--- src/rtl/apu_pkg.sv ---
// Shared APU constants and helpers for the reversible-counter control path.
// Holds default widths, the sequencer top-value function and the direction encoding.
package apu_pkg;

  localparam int APU_TIMER_W = 11;
  localparam int APU_SEQ_W   = 5;

  typedef enum logic {
    DIR_UP   = 1'b0,
    DIR_DOWN = 1'b1
  } seq_dir_e;

  // Highest sequencer value for a given width (31 for 5 bits).
  function automatic int seq_top(input int w);
    return (1 << w) - 1;
  endfunction

endpackage

--- src/rtl/apu_reload_timer.sv ---
// Reloadable down-counting frequency timer; emits a registered 1-cycle step strobe
// each time the count expires on an enabled tick.
module apu_reload_timer #(
  parameter int TW = 11
) (
  input  logic          clk,
  input  logic          rst_n,
  input  logic          tick_en,
  input  logic          period_load,
  input  logic [TW-1:0] period,
  output logic          step
);

  logic [TW-1:0] timer_q, timer_d;
  logic [TW-1:0] period_q, period_d;
  logic          step_q, step_d;

  // A load restarts the count and suppresses the strobe even if the timer had just expired.
  always_comb begin
    timer_d  = timer_q;
    period_d = period_q;
    step_d   = 1'b0;
    if (period_load) begin
      period_d = period;
      timer_d  = period;
    end else if (tick_en) begin
      if (timer_q == '0) begin
        timer_d = period_q;
        step_d  = 1'b1;
      end else begin
        timer_d = timer_q - TW'(1);
      end
    end
  end

  always_ff @(posedge clk or negedge rst_n) begin
    if (!rst_n) begin
      timer_q  <= '0;
      period_q <= '0;
      step_q   <= 1'b0;
    end else begin
      timer_q  <= timer_d;
      period_q <= period_d;
      step_q   <= step_d;
    end
  end

  assign step = step_q;

endmodule

--- src/rtl/apu_rev_stepper.sv ---
// Timer-driven 5-bit up/down sequencer producing a 64-step symmetric waveform index
// together with the step/dec controls consumed by the reversible counter cells.
module apu_rev_stepper
  import apu_pkg::*;
#(
  parameter int TW = APU_TIMER_W,
  parameter int SW = APU_SEQ_W
) (
  input  logic          CLK,
  input  logic          n_RES,
  input  logic          ACLK_EN,
  input  logic          enable,
  input  logic [TW-1:0] period,
  input  logic          period_load,
  input  logic          seq_clear,
  output logic [SW-1:0] q,
  output logic          dec,
  output logic          step,
  output logic          at_bound
);

  localparam logic [SW-1:0] Q_TOP = SW'(seq_top(SW));

  logic          step_w;
  logic [SW-1:0] q_q, q_d;
  seq_dir_e      dir_q, dir_d;

  apu_reload_timer #(
    .TW (TW)
  ) u_timer (
    .clk         (CLK),
    .rst_n       (n_RES),
    .tick_en     (ACLK_EN),
    .period_load (period_load),
    .period      (period),
    .step        (step_w)
  );

  // Endpoints are held for one extra step while the direction flips, so q never wraps.
  always_comb begin
    q_d   = q_q;
    dir_d = dir_q;
    if (seq_clear) begin
      q_d   = '0;
      dir_d = DIR_UP;
    end else if (step_w && enable) begin
      if (dir_q == DIR_UP) begin
        if (q_q == Q_TOP) dir_d = DIR_DOWN;
        else              q_d   = q_q + SW'(1);
      end else begin
        if (q_q == '0) dir_d = DIR_UP;
        else           q_d   = q_q - SW'(1);
      end
    end
  end

  always_ff @(posedge CLK or negedge n_RES) begin
    if (!n_RES) begin
      q_q   <= '0;
      dir_q <= DIR_UP;
    end else begin
      q_q   <= q_d;
      dir_q <= dir_d;
    end
  end

  assign q        = q_q;
  assign dec      = (dir_q == DIR_DOWN);
  assign step     = step_w;
  assign at_bound = (q_q == '0) || (q_q == Q_TOP);

endmodule

--- config.mk ---
export PLATFORM = sky130hd
export DESIGN_NAME = apu_rev_stepper
export DESIGN_NICKNAME = d
export VERILOG_FILES = /design/src/rtl/apu_pkg.sv /design/src/rtl/apu_reload_timer.sv /design/src/rtl/apu_rev_stepper.sv
export SDC_FILE = /design/constraint.sdc
export NUM_CORES = 1
export LEC_CHECK = 0
export CORE_MARGIN = 5
export CORE_UTILIZATION = 50
export CTS_BUF_LIST = sky130_fd_sc_hd__clkbuf_4 sky130_fd_sc_hd__clkbuf_8 sky130_fd_sc_hd__clkbuf_16
export CTS_CLUSTER_SIZE = 12
export DETAILED_ROUTE_END_ITERATION = 8
export PLACE_DENSITY = 0.74
export SYNTH_ARGS = -nofsm -noshare
export SYNTH_HDL_FRONTEND = slang
export SYNTH_SLANG_ARGS = --single-unit
--- constraint.sdc ---
create_clock -name CLK -period 2.4 [get_ports CLK]
set_input_delay 0.24 -clock CLK [delete_from_list [all_inputs] [get_ports CLK]]
set_output_delay 0.24 -clock CLK [all_outputs]
set_load 0.005 [all_outputs]
==> flow_metrics.env <==
export IMPL_outcome="complete, no violations"
export IMPL_endpoint_kind="register"
export IMPL_path_clk_slew_ns=0.10
export IMPL_drv_slew=0
export IMPL_die_w_um=68.3
export IMPL_chipHeight_um=68.3
export IMPL_ys_ff_latch=29
export IMPL_via_per_inst=5.65
export IMPL_crit_path_frequent_cell="a21oi_1"
export IMPL_ys_warn_count=0
export IMPL_num_nets_final=231
export IMPL_htree_levels=2
export IMPL_antenna_found_initial=0
export IMPL_tightest_slew_ns=0.677
export IMPL_grt_max_degree=30
export IMPL_worstPathRequired_ns=2.63
export IMPL_drc_errors=0
export IMPL_finalPower_mw=1.08
export IMPL_rsz0062_at_grt="no"
export IMPL_hold_buffers=0
export IMPL_ys_seq_area_share_pct=42.7
export IMPL_areaGrowthSynthToFinish_pct=22.8
export IMPL_hp_class="in2async"
export IMPL_grt_overflow=0
export IMPL_crit_type="reg2reg"
export IMPL_syn_cell_area_sq_mm=0.00170
export IMPL_crit_fanout=7
export IMPL_initialDrtViolationCount=107
export IMPL_numPortBuffers=24
export IMPL_cp_slowest_cell="dfrtp_1"
export IMPL_cts_sinks=29
export IMPL_vias=1441
export IMPL_n_fill_cell=308
export IMPL_synthCells=176
export IMPL_cts_tree="built"
export IMPL_hold_viol=0
export IMPL_wl_per_cell_um=14.9
export IMPL_setup_viol=0
export IMPL_peakVddDrop_uv=368
export IMPL_fmax_mhz=493
export IMPL_fin_crit_ns=2.03
export IMPL_numCtsBuffers=5
export IMPL_fin_worst_skew_ns=0.00856
export IMPL_core_area_sq_mm=0.00331
export IMPL_layout_drive_gt1_share_pct=16.7
export IMPL_place_gp_congestion=0.883
export IMPL_post_route_period_util_pct=84.5
export IMPL_clk_latency_ns=0.33
export IMPL_num_antenna_cells=0
export IMPL_synth_cell_types=45
export IMPL_critical_path_buf_inv_count=1
export IMPL_dr_pass1_iters=4
export IMPL_multi_input_area_sq_um=903
export IMPL_max_stage_delay_ns=0.49
export IMPL_grt_pass1_wl_mm=6.49
export IMPL_seq_area_sq_um=727
export IMPL_synth_avg_cell_area_sq_um=9.65
export IMPL_crit_chain="inv_1, fa_1, nand2b_1, a21oi_1, xnor2_1, a21oi_1, a31o_2"
export IMPL_hold_ws_ns=0.280
export IMPL_worstPathArrival_ns=2.26
export IMPL_slew_headroom_pct=54.8
export IMPL_grt_pass1_vias=1449
export IMPL_rows=21
export IMPL_powerDensity_mw_per_mm2=518
export IMPL_dp_hpwl_mm=2.67
export IMPL_gr_usage_all_layers_pct=18.4
export IMPL_cp_top_family="flip-flops"
export IMPL_clockBufferDepth=2
export IMPL_syn_num_nets=199
export IMPL_drtAntennaViolNets=0
export IMPL_ios=25
export IMPL_fin_tns_setup_ns=0
export IMPL_fp_dieArea_sq_mm=0.00466
export IMPL_start_kind="register"
export IMPL_final_cell_mix="28 x dfrtp_1, 23 x clkdlybuf4s50_1, 19 x nor2_1"
export IMPL_finalWirelength_mm=3.79
export IMPL_p_leak_nw=0.852
export IMPL_max_cap_violations=0
export IMPL_final_common_cell="dfrtp_1"
export IMPL_initial_core_util_pct=51.3
export IMPL_cts_root_buffer="clkbuf_4"
-- worst register-to-register path, stage by stage, from the launching register on --
cell and delay, ns:
dfrtp_1 0.49, inv_1 0.17, fa_1 0.44, nand2b_1 0.17
a21oi_1 0.17, xnor2_1 0.17, a21oi_1 0.09, a31o_2 0.23
-- cells by family after synthesis --
kind of cell	count (synthesis)	synth area share (%)
xor+xnor	8	4.13
fa+ha+maj	6	4.86
simple gates	56	17.8
buf+inv	16	4.05
flops	29	42.7
compound gates	50	19.4
mux	11	7.07
-- where the power goes --
group / switching [mW] / internal [mW]
clock: 0.167 / 0.151
sequential: 0.0444 / 0.526
combinational: 0.0955 / 0.0964
total: 0.307 / 0.773
-- routing by layer --
layer | up-vias | GRT usage [%] | share of wire, %
li1 | 702 | - | -
met1 | 700 | 23.7 | 46
met2 | 33 | 30.1 | 48
met3 | 6 | 5.25 | 5.1
met4 | 0 | 4.71 | 0.90
met5 | - | 0 | 0
-- final cells by class --
| class | count | share of cell area [%] |
|---|---|---|
| sequential | 29 | 34.9 |
| inverter | 9 | 1.62 |
| clock buffer | 8 | 2.88 |
| multi-input combinational | 131 | 43.3 |
| tap | 46 | 2.76 |
| timing repair buffer | 32 | 14.5 |
-- synthesized netlist by cell type (all sizes together) --
master / instances / share of area [%]
dfrtp: 29 / 43
nor2: 21 / 4.9
a21oi: 17 / 5.2
nand2: 14 / 3.1
o21ai: 13 / 3.8
inv: 9 / 2.0
mux2: 8 / 5.3
xnor2: 7 / 3.6
ha: 5 / 3.7
clkbuf: 4 / 0.88
nand3: 4 / 1.2
nor2b: 4 / 1.5
buf: 3 / 1.2
mux2i: 3 / 1.8
nand2b: 3 / 1.1
nor3: 3 / 1.2
a211oi: 2 / 1.2
a221o: 2 / 1.2
a22oi: 2 / 0.88
a31oi: 2 / 0.74
nand4: 2 / 1.6
nor4: 2 / 1.6
o2111ai: 2 / 1.0
o211ai: 2 / 0.88
o31ai: 2 / 0.88
or4: 2 / 1.1
a21o: 1 / 0.44
a311o: 1 / 0.59
a31o: 1 / 0.52
fa: 1 / 1.2
nor3b: 1 / 0.44
o211a: 1 / 0.59
o21bai: 1 / 0.44
o32ai: 1 / 0.96
xor2: 1 / 0.52
-- final timing paths --
kind                                          start                   end  slack (ns)  cells past startpoint
worst max-delay path                            dec                  q[4]        0.37                      7
worst min-delay path                          n_RES  u_timer.period_q[10]        0.28                      2
worst max register to register                  dec                  q[4]        0.37                      7
worst min register to register  u_timer.period_q[4]   u_timer.period_q[4]        0.51                      1
max in group asynchronous                     n_RES                  q[0]        1.83                      2
min in group CLK                          period[0]   u_timer.period_q[0]        0.51                      3
-- through the flow --
stage | setup WS [ns] | cell area [sq um] | instances | utilization (%)
floorplan | 0.601 | 1700 | 176 | -
CTS | 0.00328 | 2070 | 253 | 62.4
finish | 0.372 | 2080 | 255 | 63.0
global placement | 0.439 | 2010 | 245 | 60.6
global route | 0.255 | 2080 | 255 | 63.0
detailed placement | 0.370 | 2010 | 245 | 60.6
-- timing repair --
| item | in CTS | in global routing |
|---|---|---|
| resized for setup | 0 | 2 |
| setup buffers | 0 | 2 |
| setup endpoints to repair | 0 | 1 |
-- state kept, by name, indices dropped and copies added (netlist names) --
signal	cells
u_timer.timer_q	11
u_timer.period_q	11
dec	1
q	5
u_timer.step	1
No activity file was read; power rests on OpenSTA's default activity.
==> RTL edit 1, RTL diff (same settings) <==
Add an input register stage for `enable`, `period`, `period_load` and `seq_clear`; this delays them by one clock.
--- a/src/rtl/apu_rev_stepper.sv
+++ b/src/rtl/apu_rev_stepper.sv
@@ -23,2 +23,14 @@
 
+  logic enable_q;
+  logic [TW-1:0] period_r;
+  logic period_load_q;
+  logic seq_clear_q;
+
+  always_ff @(posedge CLK) begin
+    enable_q      <= enable;
+    period_r      <= period;
+    period_load_q <= period_load;
+    seq_clear_q   <= seq_clear;
+  end
+
   logic          step_w;
@@ -33,4 +45,4 @@
     .tick_en     (ACLK_EN),
-    .period_load (period_load),
-    .period      (period),
+    .period_load (period_load_q),
+    .period      (period_r),
     .step        (step_w)
@@ -42,6 +54,6 @@
     dir_d = dir_q;
-    if (seq_clear) begin
+    if (seq_clear_q) begin
       q_d   = '0;
       dir_d = DIR_UP;
-    end else if (step_w && enable) begin
+    end else if (step_w && enable_q) begin
       if (dir_q == DIR_UP) begin
Check against the original RTL: not equivalent (a bounded check fails within 4 cycles, from zero or initial values).
==> RTL edit 1 against the unedited design <==
- count of clock-buffer cells in the layout is 3 lower
- critical path type is now reg -> out
- sequential cell count is 14 higher
- utilization is 0.30 points higher
- area after synthesis is 15% higher
- clock power is 37% higher
- worst hold slack better by 39 ps
- worst setup slack worse by 290 ps
- final area is 13% higher
- sequential power is 43% higher
- wire length is 1.4% higher
- largest cell class is now sequential cells
- total power is 32% higher
- sequential share of layout area is 8.0 points higher
==> RTL edit 1: results (changes against the unedited design) <==
- Reg-to-reg setup timing slack: 410 ps (+40 ps)
- Power Density: 608 mW/mm² (+17%)
- Syn Inst Count: 192 (+9.1%)
- Crit-path max cell delay: 590 ps (+100 ps)
- Reg2reg start: u_timer.timer_q[5]
- Final setup violation count: 0 (unchanged)
- Switching share of total power: 0.255 (-0.0286)
- Status: finished clean
- Wl on met1: 1540 µm (-11%)
- CP max FO: 6 (-1)
- Mux contribution to synthesized area: 0.0617 (-0.00901)
- Sequential area share after synthesis: 0.517 (+0.0896)
- Post-synthesis async set-or-reset flop share: 0.674 (-0.326)
- Critical Path End: at_bound
- Family with the most delay on the worst path: simple AND/OR/NAND/NOR gates
- Avg Vias per Cell: 5.55 (-1.9%)
- Overall routing resource usage: 0.168 (-0.0157)
- Met3 Routed Length: 177 µm (-9.2%)
- Critical path data arrival time: 2080 ps (-180 ps)
- CP max stage cell: or4_1
- Worst setup startpoint: q[0]
- Worst-path clk slew: 80 ps (-20 ps)
- Routed WL: 3850 µm (+1.4%)
- Grt met1 use: 0.181 (-0.0552)
- Synth area leaders: dfrtp_1 37%, dfxtp_1 14%, nor2_1 4.8%
- Combinational group power: 178 µW (-7%)
- Leak: 0.000981 µW (+15%)
- Cell variety after synth: 40 (-11%)
- Synth Area in XOR/XNOR: 0.0360 (-0.00525)
- Dpl cell area: 0.00225 mm² (+12%)
- Post-placement cell count: 262 (+6.9%)
- Layout cells sized above 1: 0.121 (-0.0464)
- GR Util met2: 0.292 (-0.00863)
- CTS root buffer: clkbuf_8
- Worst hold slack: 319 ps (+38.8 ps)
- Worst-margin pin slew: 599 ps (-78.0 ps)
- Met3 Usage GRT: 0.0443 (-0.00822)
- Clock Latency Late Sink: 300 ps (-30 ps)
- FF-to-FF End: u_timer.timer_q[3]
- Vias in the first global route: 1600 (+10%)
- GP Congestion: 0.877 (-0.60%)
- Synthesized-area fraction occupied by adder cells: 0.0424 (-0.00619)
- Clock power frac: 0.303 (+0.009)
- DP Worst Slack: 338 ps (-32.3 ps)
- Maximum VDD drop: 384 µV (+4.3%)
- Commonest cells post-synth: 29 x dfrtp_1, 25 x nor2_1, 16 x a21oi_1, 14 x dfxtp_1, 12 x inv_1
- Vias: 1503 (+4.3%)
- Fmax: 0.431 GHz (-12%)
- Wire length on met2: 2010 µm (+9.4%)
- FF-to-FF path depth: 6 (-1)
- Antenna Cells: 0 (unchanged)
- DR iter-0 viols: 66 (-38%)
- DP HPWL: 2900 µm (+8.6%)
RTL edit 1: cell types whose count changed in the layout (fill, tap and decap cells not counted), sizes merged, moves of 3 or more:
cell    change
clkbuf      -3
o21ai       -3
a21o        +3
dfxtp      +14
nor2        +6
clkinv      +3
inv         +3
nand2       -3
RTL edit 1: cell type report:
| cell class | instances | area, µm² |
|---|---|---|
| clock buffers | 5 | 68.8 |
| clock inverters | 3 | 15.0 |
| inverters | 12 | 45.0 |
| fillers | 325 | 1370 |
| multi-input cells | 130 | 870 |
| well taps | 48 | 60.1 |
| flip-flops and latches | 43 | 1010 |
| repair buffers | 30 | 285 |
RTL edit 1: cells by family (layout without fill, tap and decap cells):
family | after synthesis | in the layout
compound gates | 47 | 47
simple gates | 58 | 58
fa+ha+maj | 6 | 6
mux | 11 | 11
buf+inv | 19 | 50
xor+xnor | 8 | 8
flops | 43 | 43
==> RTL edit 2, RTL diff (config.mk and constraints unchanged) <==
Made on the original files. The package constant `APU_TIMER_W` goes from 11 to 22.
--- a/src/rtl/apu_pkg.sv
+++ b/src/rtl/apu_pkg.sv
@@ -4,3 +4,3 @@
 
-  localparam int APU_TIMER_W = 11;
+  localparam int APU_TIMER_W = 22;
   localparam int APU_SEQ_W   = 5;
Interface: changed (resized period); port bits go from 25 to 36. No check against the original RTL was run, so the function may have changed too.
==> RTL edit 2 against the unedited design <==
- wire length is 58% higher
- final area is 63% higher
- sequential cell count is 22 higher
- via count is 56% higher
- area after synthesis is 65% higher
- worst setup slack worse by 310 ps
- total power is 74% higher
- sequential share of layout area is 2.7 points higher
- critical endpoint is now at_bound
==> RTL edit 2: results (changes against the unedited design) <==
- Status: finished clean
- CP max stage cell: or4_1
- First-pass GRT wire length: 10800 µm (+66%)
- Leak: 0.00140 µW (+64%)
- DR iter-0 viols: 113 (+5.6%)
- Reg2reg start: u_timer.timer_q[0]
- Grt met1 use: 0.256 (+0.0195)
- Worst Skew: 10.1 ps (+1.55 ps)
- Wl on met1: 2900 µm (+67%)
- CTS root buffer: clkbuf_8
- Met3 Usage GRT: 0.0466 (-0.00594)
- Reg-to-reg setup timing slack: 200 ps (-170 ps)
- Final std cells w/o fill: 396 (+55%)
- Critical path data arrival time: 2090 ps (-170 ps)
- Switching share of total power: 0.267 (-0.0173)
- Worst-margin pin slew: 1140 ps (+461 ps)
- # hold bufs at CTS: 1 (+1)
- Internal power: 1380 µW (+78%)
- Fmax: 0.428 GHz (-13%)
- Met3 Routed Length: 276 µm (+42%)
- Critical Path End: at_bound
- IO Port Bufs: 35 (+46%)
- Synth Area in XOR/XNOR: 0.0500 (+0.00878)
- Maximum VDD drop: 404 µV (+9.9%)
- Routed WL: 6000 µm (+58%)
- DP HPWL: 4290 µm (+60%)
- CP max FO: 6 (-1)
- Cell variety after synth: 51 (+13%)
- Final core utilization: 0.621 (-0.00846)
- Vias in the first global route: 2296 (+58%)
- DP Worst Slack: 155 ps (-216 ps)
[RTL edit 2: changes by cell type after synthesis, sizes merged, moves of 5 or more]
cell   before  now
dfrtp      29   51
o21ai      13   34
a21oi      17   12
nand3       4    9
a22oi       2   14
mux2        8   19
nor3        3   11
xnor2       7   13
[RTL edit 2: final cells by class]
class	instances	area share
clock buffers	8	0.0305
multi-input cells	207	0.424
repair buffers	47	0.131
inverters	11	0.0121
flip-flops and latches	51	0.376
well taps	72	0.0265
[RTL edit 2: worst min path at each step]
stage / start / endpoint / slack [ps] / cells past startpoint
2_1_floorplan: n_RES / dec / -60 / 0
3_3_place_gp: n_RES / u_timer.period_q[16] / 280 / 1
3_5_place_dp: n_RES / u_timer.period_q[14] / 270 / 1
4_1_cts: n_RES / u_timer.timer_q[0] / 480 / 2
5_1_grt: n_RES / u_timer.timer_q[16] / 500 / 2
6_report: n_RES / u_timer.period_q[16] / 470 / 2
